==> src/rtl/uart_pkg.sv <==
// Shared definitions for the UART transmit scheduler.
//   state_t      : scheduler FSM states
//   FRAME_CYCLES : nominal clk16x cycles per transmitted frame
//   TIMER_W      : width of the watchdog / gap timer
package uart_pkg;

    typedef enum logic [1:0] {
        S_IDLE,
        S_ARB,
        S_SEND,
        S_GAP
    } state_t;

    localparam int FRAME_CYCLES = 161;
    localparam int TIMER_W      = 9;

endpackage

==> src/rtl/rr_arbiter.sv <==
// Round-robin search: returns the first requester with req set, scanning
// upward from rr_ptr and wrapping modulo N_REQ. Purely combinational.
//   req     : request vector
//   rr_ptr  : index with highest priority this round
//   grant   : selected requester index (0 when any_req is low)
//   any_req : at least one request present
module rr_arbiter #(
    parameter int N_REQ = 4
) (
    input  logic [N_REQ-1:0]         req,
    input  logic [$clog2(N_REQ)-1:0] rr_ptr,
    output logic [$clog2(N_REQ)-1:0] grant,
    output logic                     any_req
);

    localparam int ID_W = $clog2(N_REQ);

    logic [ID_W-1:0] idx;

    // Scan from the farthest offset down to offset 0 so the nearest
    // requester to rr_ptr is the last (winning) assignment.
    always_comb begin
        grant   = '0;
        any_req = 1'b0;
        idx     = '0;
        for (int k = N_REQ - 1; k >= 0; k--) begin
            idx = ID_W'((int'(rr_ptr) + k) % N_REQ);
            if (req[idx]) begin
                grant   = idx;
                any_req = 1'b1;
            end
        end
    end

endmodule

==> src/rtl/uart_tx_scheduler.sv <==
// Shares one 16x-oversampled serial transmitter between N_REQ byte producers.
// Round-robin arbitration with optional packet lock (req_last=0 keeps the
// grant), TransEn edge generation, inter-frame gap and a watchdog.
//   clk16x      : transmit clock (16 x baud)
//   rst_n       : asynchronous active-low reset
//   req_valid   : per-requester byte valid
//   req_data    : byte of requester i at [8i+7:8i]
//   req_last    : byte ends its packet (releases the lock)
//   req_ready   : one-hot accept, transfer on valid & ready
//   tx_en       : transmitter TransEn
//   tx_data     : transmitter DataToTrans
//   tx_sent     : transmitter sent level
//   grant_id    : current or last granted requester
//   busy        : scheduler not idle
//   timeout_err : one-cycle pulse when the watchdog expires
//   frame_cnt   : frames completed (wraps)
module uart_tx_scheduler
    import uart_pkg::*;
#(
    parameter int N_REQ   = 4,
    parameter int GAP     = 2,
    parameter int TIMEOUT = 255
) (
    input  logic                     clk16x,
    input  logic                     rst_n,
    input  logic [N_REQ-1:0]         req_valid,
    input  logic [8*N_REQ-1:0]       req_data,
    input  logic [N_REQ-1:0]         req_last,
    output logic [N_REQ-1:0]         req_ready,
    output logic                     tx_en,
    output logic [7:0]               tx_data,
    input  logic                     tx_sent,
    output logic [$clog2(N_REQ)-1:0] grant_id,
    output logic                     busy,
    output logic                     timeout_err,
    output logic [15:0]              frame_cnt
);

    localparam int ID_W = $clog2(N_REQ);
    localparam logic [TIMER_W-1:0] TIMEOUT_T = TIMER_W'(TIMEOUT);
    localparam logic [TIMER_W-1:0] GAP_T     = TIMER_W'(GAP);
    localparam logic [TIMER_W-1:0] GAP_M1    = TIMER_W'(GAP - 1);

    state_t             state, state_nxt;
    logic [TIMER_W-1:0] timer, timer_nxt;
    logic               lock, lock_nxt;
    logic [ID_W-1:0]    rr_ptr, rr_ptr_nxt;
    logic [ID_W-1:0]    grant_nxt;
    logic [7:0]         data_nxt;
    logic [15:0]        cnt_nxt;
    logic               terr_nxt;
    logic [ID_W-1:0]    arb_grant;
    logic               arb_any;

    function automatic logic [ID_W-1:0] next_id(input logic [ID_W-1:0] id);
        return (id == ID_W'(N_REQ - 1)) ? '0 : id + 1'b1;
    endfunction

    rr_arbiter #(
        .N_REQ (N_REQ)
    ) u_arb (
        .req     (req_valid),
        .rr_ptr  (rr_ptr),
        .grant   (arb_grant),
        .any_req (arb_any)
    );

    always_ff @(posedge clk16x or negedge rst_n) begin
        if (!rst_n) begin
            state       <= S_IDLE;
            timer       <= '0;
            lock        <= 1'b0;
            rr_ptr      <= '0;
            grant_id    <= '0;
            tx_data     <= '0;
            frame_cnt   <= '0;
            timeout_err <= 1'b0;
        end else begin
            state       <= state_nxt;
            timer       <= timer_nxt;
            lock        <= lock_nxt;
            rr_ptr      <= rr_ptr_nxt;
            grant_id    <= grant_nxt;
            tx_data     <= data_nxt;
            frame_cnt   <= cnt_nxt;
            timeout_err <= terr_nxt;
        end
    end

    always_comb begin
        state_nxt  = state;
        timer_nxt  = timer;
        lock_nxt   = lock;
        rr_ptr_nxt = rr_ptr;
        grant_nxt  = grant_id;
        data_nxt   = tx_data;
        cnt_nxt    = frame_cnt;
        terr_nxt   = 1'b0;
        case (state)
            S_IDLE: begin
                timer_nxt = '0;
                if (arb_any) begin
                    grant_nxt = arb_grant;
                    state_nxt = S_ARB;
                end
            end
            S_ARB: begin
                if (req_valid[grant_id]) begin
                    data_nxt  = req_data[{grant_id, 3'b000} +: 8];
                    lock_nxt  = ~req_last[grant_id];
                    timer_nxt = '0;
                    state_nxt = S_SEND;
                end else if (!lock) begin
                    state_nxt = S_IDLE;
                end else if (timer == TIMEOUT_T) begin
                    // Locked requester went silent: drop the lock and move on.
                    terr_nxt   = 1'b1;
                    lock_nxt   = 1'b0;
                    rr_ptr_nxt = next_id(grant_id);
                    timer_nxt  = '0;
                    state_nxt  = S_IDLE;
                end else begin
                    timer_nxt = timer + 1'b1;
                end
            end
            S_SEND: begin
                if (tx_sent) begin
                    cnt_nxt   = frame_cnt + 16'd1;
                    timer_nxt = '0;
                    state_nxt = S_GAP;
                end else if (timer == TIMEOUT_T) begin
                    // No sent from the transmitter: abandon the frame and the
                    // packet so GAP falls through to a fresh arbitration.
                    terr_nxt  = 1'b1;
                    lock_nxt  = 1'b0;
                    timer_nxt = '0;
                    state_nxt = S_GAP;
                end else begin
                    timer_nxt = timer + 1'b1;
                end
            end
            S_GAP: begin
                // tx_sent is a level that may persist after the frame; wait for
                // it to clear so the next frame starts from a clean handshake.
                if (timer >= GAP_M1 && !tx_sent) begin
                    timer_nxt = '0;
                    if (lock) begin
                        state_nxt = S_ARB;
                    end else begin
                        rr_ptr_nxt = next_id(grant_id);
                        state_nxt  = S_IDLE;
                    end
                end else if (timer < GAP_T) begin
                    timer_nxt = timer + 1'b1;
                end
            end
            default: state_nxt = S_IDLE;
        endcase
    end

    always_comb begin
        req_ready = '0;
        if (state == S_ARB) begin
            req_ready[grant_id] = 1'b1;
        end
    end

    assign tx_en = (state == S_SEND);
    assign busy  = (state != S_IDLE);

endmodule

==> config.mk <==
export PLATFORM = sky130hd
export DESIGN_NAME = uart_tx_scheduler
export DESIGN_NICKNAME = d
export VERILOG_FILES = /design/src/rtl/uart_pkg.sv /design/src/rtl/rr_arbiter.sv /design/src/rtl/uart_tx_scheduler.sv
export SDC_FILE = /design/constraint.sdc
export NUM_CORES = 1
export LEC_CHECK = 0
export CELL_PAD_IN_SITES_DETAIL_PLACEMENT = 0
export CELL_PAD_IN_SITES_GLOBAL_PLACEMENT = 2
export CORE_MARGIN = 2
export CORE_UTILIZATION = 32
export CTS_BUF_LIST = sky130_fd_sc_hd__clkbuf_8
export CTS_CLUSTER_SIZE = 20
export DETAILED_ROUTE_END_ITERATION = 10
export GPL_ROUTABILITY_DRIVEN = 0
export PLACE_DENSITY = 0.89
export REMOVE_ABC_BUFFERS = 1
export SYNTH_ARGS = -nofsm -noshare
export SYNTH_HDL_FRONTEND = slang
export SYNTH_SLANG_ARGS = --single-unit
==> constraint.sdc <==
create_clock -name clk16x -period 4.8 [get_ports clk16x]
set_input_delay 1.2 -clock clk16x [delete_from_list [all_inputs] [get_ports clk16x]]
set_output_delay 1.2 -clock clk16x [all_outputs]
set_load 0.05 [all_outputs]
==> results of run 1 <==
==> through the flow <==
| step | setup slack, ps | instance area [µm²] | util |
|---|---|---|---|
| after floorplan | 1870 | 2420 | - |
| after global placement | 1620 | 3300 | 0.450 |
| after detailed placement | 1560 | 3300 | 0.450 |
| after CTS | 1300 | 3440 | 0.469 |
| after global routing | 1230 | 3440 | 0.469 |
| final | 1360 | 3440 | 0.469 |
==> registers in the layout, indices dropped and copies added (netlist names), named ones only <==
name / flops
state: 1
frame_cnt: 16
grant_id: 2
timer: 9
rr_ptr: 2
timeout_err: 1
tx_data: 8
lock: 1
==> cell families after synthesis <==
family / after synthesis / share of synthesized area
DFF: 41 / 0.421
and+or+nand+nor: 75 / 0.168
AOI/OAI and AO/OA: 37 / 0.109
adders and majority gates: 13 / 0.0668
xor gates and xnor gates: 15 / 0.0539
muxes: 24 / 0.156
buffers and inverters: 16 / 0.0247
==> Yosys cell counts, drive strengths merged, types with 6 or more instances <==
library cell | number | area (µm²)
ha | 13 | 163
mux2 | 12 | 135
xnor2 | 8 | 70.1
inv | 12 | 45.0
a21oi | 6 | 30.0
and2 | 6 | 38.8
xor2 | 7 | 61.3
nand2 | 17 | 63.8
o21ai | 11 | 58.8
dfrtp | 41 | 1030
mux4 | 10 | 225
nand4 | 7 | 43.8
nor2 | 15 | 63.8
==> power by group <==
group / switching [mW] / internal [mW] / total (mW) / leakage, nW
Sequential: 0.103 / 0.428 / 0.531 / 0.539
Combinational: 0.552 / 0.416 / 0.968 / 0.862
Clock: 0.129 / 0.209 / 0.338 / 0.0687
==> worst reg2reg max path: stages, from the launching register on <==
cell and delay [ps]:
dfrtp_1 450, ha_1 250, and3_1 210, and3_1 210
nand3_1 120, inv_1 50, ha_1 220, nand2b_1 160
o22a_1 170, a21o_4 250, or3_1 330, o21ai_2 70
==> worst max path at each step <==
stage,slack (ps),endpoint,from,cells past startpoint
2_1_floorplan,1870,req_ready[3],grant_id[0],2
3_3_place_gp,1620,timer[0],req_valid[3],6
3_5_place_dp,1560,timer[0],req_valid[3],6
4_1_cts,1300,req_ready[3],grant_id[1],3
5_1_grt,1230,req_ready[3],grant_id[1],3
6_report,1360,req_ready[3],grant_id[1],3
==> cell type report <==
class	instances	area (µm²)	area share
Multi-Input combinational cell	164	1350	0.393
Sequential cell	41	1030	0.299
Timing Repair Buffer	76	753	0.219
Tap cell	99	124	0.0361
Clock buffer	5	68.8	0.0200
Clock inverter	3	68.8	0.0200
Inverter	12	45.0	0.0131
==> cells in the final DEF, fill, tap and decap left out, types with 2 or more instances in the layout <==
cell type,count
clkdlybuf4s50_1,74
nor2b_1,3
and3_1,4
a21oi_1,6
nand3b_1,3
ha_1,13
mux2_2,12
o22a_1,2
mux2i_1,2
or3_1,3
and2_1,5
nand3_1,5
nand2b_1,4
nor2_1,14
clkbuf_8,5
a21o_1,2
o22ai_1,2
mux4_2,10
nand4_1,7
inv_1,12
a31oi_1,2
xnor2_1,8
xor2_1,7
nand2_1,17
dfrtp_1,41
bufinv_16,2
a22o_1,4
o21ai_0,10
==> per-layer routing <==
metal	track usage	routed length [µm]	up-vias
li1	-	-	958
met3	0.0266	161	7
met4	0.0492	109	0
met1	0.193	2680	953
met2	0.252	2940	40
met5	0	0	-
==> results.py, run 1 <==
metrics = {
    "finish": {
        "drive_gt1_frac": 0.140,
        "area_growth_pct": 41.0,
        "n_fill_cell": 669,
        "antenna_cells": 0,
        "nets": 356,
        "layoutNonFillerInstCount": 400,
    },
    "worst_setup_path": {
        "reg2regPathDepth": 11,
        "r2r_slack_ps": 2240,
        "path_class": "register to output port",
        "cp.buffers_inverters": 1,
        "crit_path_max_fanout": 15,
        "cp_top_family": "buffers and inverters",
        "end_kind": "output port",
        "crit_chain": "ha_1 -> and2_1 -> clkdlybuf4s50_1",
        "worstPathRequired_ps": 3600,
        "critPathLaunchType": "register",
        "crit_path_top_delay_cell": "clkdlybuf4s50_1",
        "r2r_start": "timer[0]",
        "arrival_ps": 2240,
        "critPathMaxStageDelay_ps": 800,
        "r2r_end": "timer[1]",
    },
    "logic_synthesis": {
        "ys_ff_latch": 41,
        "ys_types": 46,
        "ys_seq_area_frac": 0.421,
        "syn-cell-area_mm2": 0.00244,
        "synth_area_per_cell_um2": 11.0,
        "synth_ff_type": "dfrtp_1",
        "synth_edf_count": 0,
        "yosysWarnings": 0,
        "synthCells": 221,
        "async_flop_share": 1.00,
    },
    "routing": {
        "drt_first_pass_iters": 4,
        "ant_nets": 0,
        "routed_via_density": 4.90,
        "drt_iter0_markers": 62,
        "finalWirelength_mm": 5.89,
        "drc": 0,
        "vias": 1958,
        "wire_per_inst_um": 14.7,
    },
    "timing": {
        "period_share": 0.717,
        "report.final.slew_viol_count": 0,
        "setup_viol": 0,
        "period_needed_ps": 3440,
        "setup_tns_ps": 0,
        "finClkSkew_ps": 9.72,
        "finalHoldWorstSlack_ps": 470,
        "fmax_mhz": 290,
        "tightestPinTransition_ps": 954,
        "rsz0062_at_grt": "false",
        "hold_viol": 0,
        "relSlewSlack": 0.364,
    },
    "power_and_ir_drop": {
        "power_mw": 1.84,
        "p_leak_nw": 1.47,
        "vdd_drop_max_uv": 263,
        "powerDensity_mw_per_mm2": 535,
    },
    "min_path": {
        "holdPathStages": 1,
        "holdCritStartpoint": "frame_cnt[15]",
        "min-delay-path-class": "register to register",
        "whs_endpoint": "frame_cnt[15]",
    },
    "run_status": {
        "status": "complete, no violations",
    },
    "global_route": {
        "grt_usage": 0.149,
        "grt_remaining_overflow": 0,
        "antenna_found_initial": 0,
        "grt_pass1_wl_mm": 9.89,
        "grt_max_degree": 42,
        "grt_pass1_vias": 1993,
    },
    "floorplanning": {
        "die_height_um": 91.3,
        "initial_core_util": 0.332,
        "rows": 31,
        "dieArea_mm2": 0.00833,
        "core_mm2": 0.00733,
        "die_x_um": 91.3,
        "ios": 76,
    },
    "clock_network": {
        "clk_latency_ps": 300,
        "cts_resized": 0,
        "cts-htree-levels": 2,
        "cts_buffers": 5,
        "tritoncts": "built",
        "cts_hold_buf": 0,
        "clk_path_buf_depth": 2,
        "post_cts_buffers": 0,
        "clkSinkCount": 41,
        "clkSlewWorstSetupHoldPaths_ps": 90,
        "clockRootBuffer": "clkbuf_8",
    },
    "placed_design": {
        "hpwlAfterDp_mm": 4.53,
        "io_buffers": 75,
        "dp_cells": 392,
    },
    "flow_run": {
        "cap_violations": 0,
    },
}
Power figures use the tool's default switching activity.
==> run 2, diff against run 1 <==
--- a/config.mk
+++ b/config.mk
@@ -8,12 +8,12 @@
 export CELL_PAD_IN_SITES_DETAIL_PLACEMENT = 0
 export CELL_PAD_IN_SITES_GLOBAL_PLACEMENT = 2
 export CORE_MARGIN = 2
-export CORE_UTILIZATION = 32
+export CORE_UTILIZATION = 27
 export CTS_BUF_LIST = sky130_fd_sc_hd__clkbuf_8
 export CTS_CLUSTER_SIZE = 20
 export DETAILED_ROUTE_END_ITERATION = 10
 export GPL_ROUTABILITY_DRIVEN = 0
-export PLACE_DENSITY = 0.89
+export PLACE_DENSITY = 0.8
 export REMOVE_ABC_BUFFERS = 1
 export SYNTH_ARGS = -nofsm -noshare
 export SYNTH_HDL_FRONTEND = slang
==> constraint.sdc (replaced) <==
create_clock -name clk16x -period 3 [get_ports clk16x]
set_input_delay 0.75 -clock clk16x [delete_from_list [all_inputs] [get_ports clk16x]]
set_output_delay 0.75 -clock clk16x [all_outputs]
set_load 0.05 [all_outputs]
==> results.py, run 2 (same netlist as run 1, synthesis figures left out) <==
metrics = {
    "worst_setup_path": {
        "arrival_ps": 1940,
        "critPathLaunchType": "register",
        "worstPathRequired_ps": 2250,
        "crit_path_max_fanout": 7,
        "critPathLaunch": "state[0]",
        "r2r_slack_ps": 460,
        "r2r_end": "timer[1]",
        "end_kind": "output port",
        "reg2regPathDepth": 11,
        "r2r_start": "timer[0]",
        "path_class": "register to output port",
    },
    "timing": {
        "tightestPinTransition_ps": 959,
        "relSlewSlack": 0.361,
        "period_share": 0.898,
        "report.final.slew_viol_count": 0,
        "period_needed_ps": 2690,
        "fmax_mhz": 371,
        "setup_tns_ps": 0,
        "hold_viol": 0,
        "finClkSkew_ps": 9.79,
        "rsz0062_at_grt": "false",
        "setup_viol": 0,
    },
    "clock_network": {
        "clockRootBuffer": "clkbuf_8",
        "cts_resized": 0,
        "clkSinkCount": 41,
        "clk_path_buf_depth": 2,
        "cts-htree-levels": 2,
        "cts_buffers": 5,
        "clkSlewWorstSetupHoldPaths_ps": 90,
        "post_cts_buffers": 0,
        "cts_hold_buf": 0,
        "clk_latency_ps": 290,
        "tritoncts": "built",
    },
    "min_path": {
        "holdPathStages": 1,
        "whs_endpoint": "frame_cnt[15]",
        "min-delay-path-class": "register to register",
        "holdCritStartpoint": "frame_cnt[15]",
    },
    "finish": {
        "area_growth_pct": 39.8,
        "antenna_cells": 0,
        "largest_register": "frame_cnt",
        "n_fill_cell": 859,
        "layout_commonest_cell": "clkdlybuf4s50_1",
        "most-common-layout-cells": "clkdlybuf4s50_1, dfrtp_1, nand2_1, nor2_1, ha_1",
        "largest_register_ffs": 16,
        "reg.largest.list": "frame_cnt: 16 flops, timer: 9 flops, tx_data: 8 flops",
        "final_util": 0.391,
        "drive_gt1_frac": 0.156,
        "nets": 357,
    },
    "global_route": {
        "antenna_found_initial": 0,
        "grt_usage": 0.128,
        "grt_pass1_wl_mm": 10.1,
        "grt_max_degree": 42,
        "grt_remaining_overflow": 0,
        "grt_pass1_vias": 2039,
    },
    "power_and_ir_drop": {
        "vdd_drop_max_uv": 552,
        "clock_power_share": 0.138,
        "p_comb_frac": 0.567,
        "p_sw_mw": 1.26,
        "powerDensity_mw_per_mm2": 820,
        "p_sw_frac": 0.450,
        "p_leak_nw": 1.47,
        "p_int_mw": 1.54,
        "seqPwrFrac": 0.295,
    },
    "placed_design": {
        "hpwlAfterDp_mm": 4.56,
        "io_buffers": 75,
    },
    "floorplanning": {
        "core_mm2": 0.00872,
        "dieArea_mm2": 0.00980,
        "initial_core_util": 0.279,
        "die_height_um": 99.0,
        "rows": 34,
        "die_x_um": 99.0,
        "ios": 76,
    },
    "routing": {
        "vias": 1989,
        "drc": 0,
        "finalWirelength_mm": 5.97,
        "drt_iter0_markers": 93,
        "routed_via_density": 4.85,
        "drt_first_pass_iters": 4,
        "ant_nets": 0,
        "wire_per_inst_um": 14.6,
    },
    "run_status": {
        "status": "complete, no violations",
    },
    "flow_run": {
        "cap_violations": 0,
    },
}
[run 2: power by group through the flow]
stage	sequential, mW	combinational [mW]	clock, mW
finish	0.825	1.58	0.384
global route	0.855	1.72	0.428
CTS	0.828	1.61	0.408
detailed placement	0.836	1.61	0
global placement	0.838	1.60	0
floorplan	1.16	0.768	0
[run 2: worst max-delay path by stage]
| stage | to | slack, ps | cells after the start |
|---|---|---|---|
| 6_report | tx_en | 310 | 3 |
| 5_1_grt | tx_en | 220 | 3 |
| 4_1_cts | busy | 110 | 4 |
| 3_5_place_dp | timer[0] | 200 | 6 |
| 3_3_place_gp | timer[0] | 250 | 6 |
| 2_1_floorplan | timer[0] | 460 | 5 |
[run 2: final cells by class]
class                           count  area (µm²)  area share
Clock buffer                        6        82.6      0.0242
Clock inverter                      2        13.8     0.00404
Inverter                           12        45.0      0.0132
Multi-Input combinational cell    164        1350       0.396
Sequential cell                    41        1030       0.301
Tap cell                          108         135      0.0397
Timing Repair Buffer               77         753       0.221
[run 2: worst max-delay path: stages, from the launching register on]
cell	delay, ps
dfrtp_1	450
inv_1	110
ha_1	250
clkdlybuf4s50_1	840
[run 2: metal layers]
layer,GRT usage,routed length [µm]
met3,0.0248,253
met5,0,0
met1,0.171,2690
met2,0.205,2910
met4,0.0495,114
[run 2: metrics by stage]
step / cells / instance area (µm²) / setup slack [ps] / total power, mW / hold slack, ps
3_3_place_gp: 402 / 3310 / 255 / 2.44 / 457
2_1_floorplan: 217 / 2420 / 461 / 1.93 / 454
5_1_grt: 410 / 3410 / 221 / 3.00 / 494
6_report: 410 / 3410 / 306 / 2.79 / 465
4_1_cts: 410 / 3400 / 106 / 2.85 / 473
3_5_place_dp: 402 / 3310 / 196 / 2.45 / 458
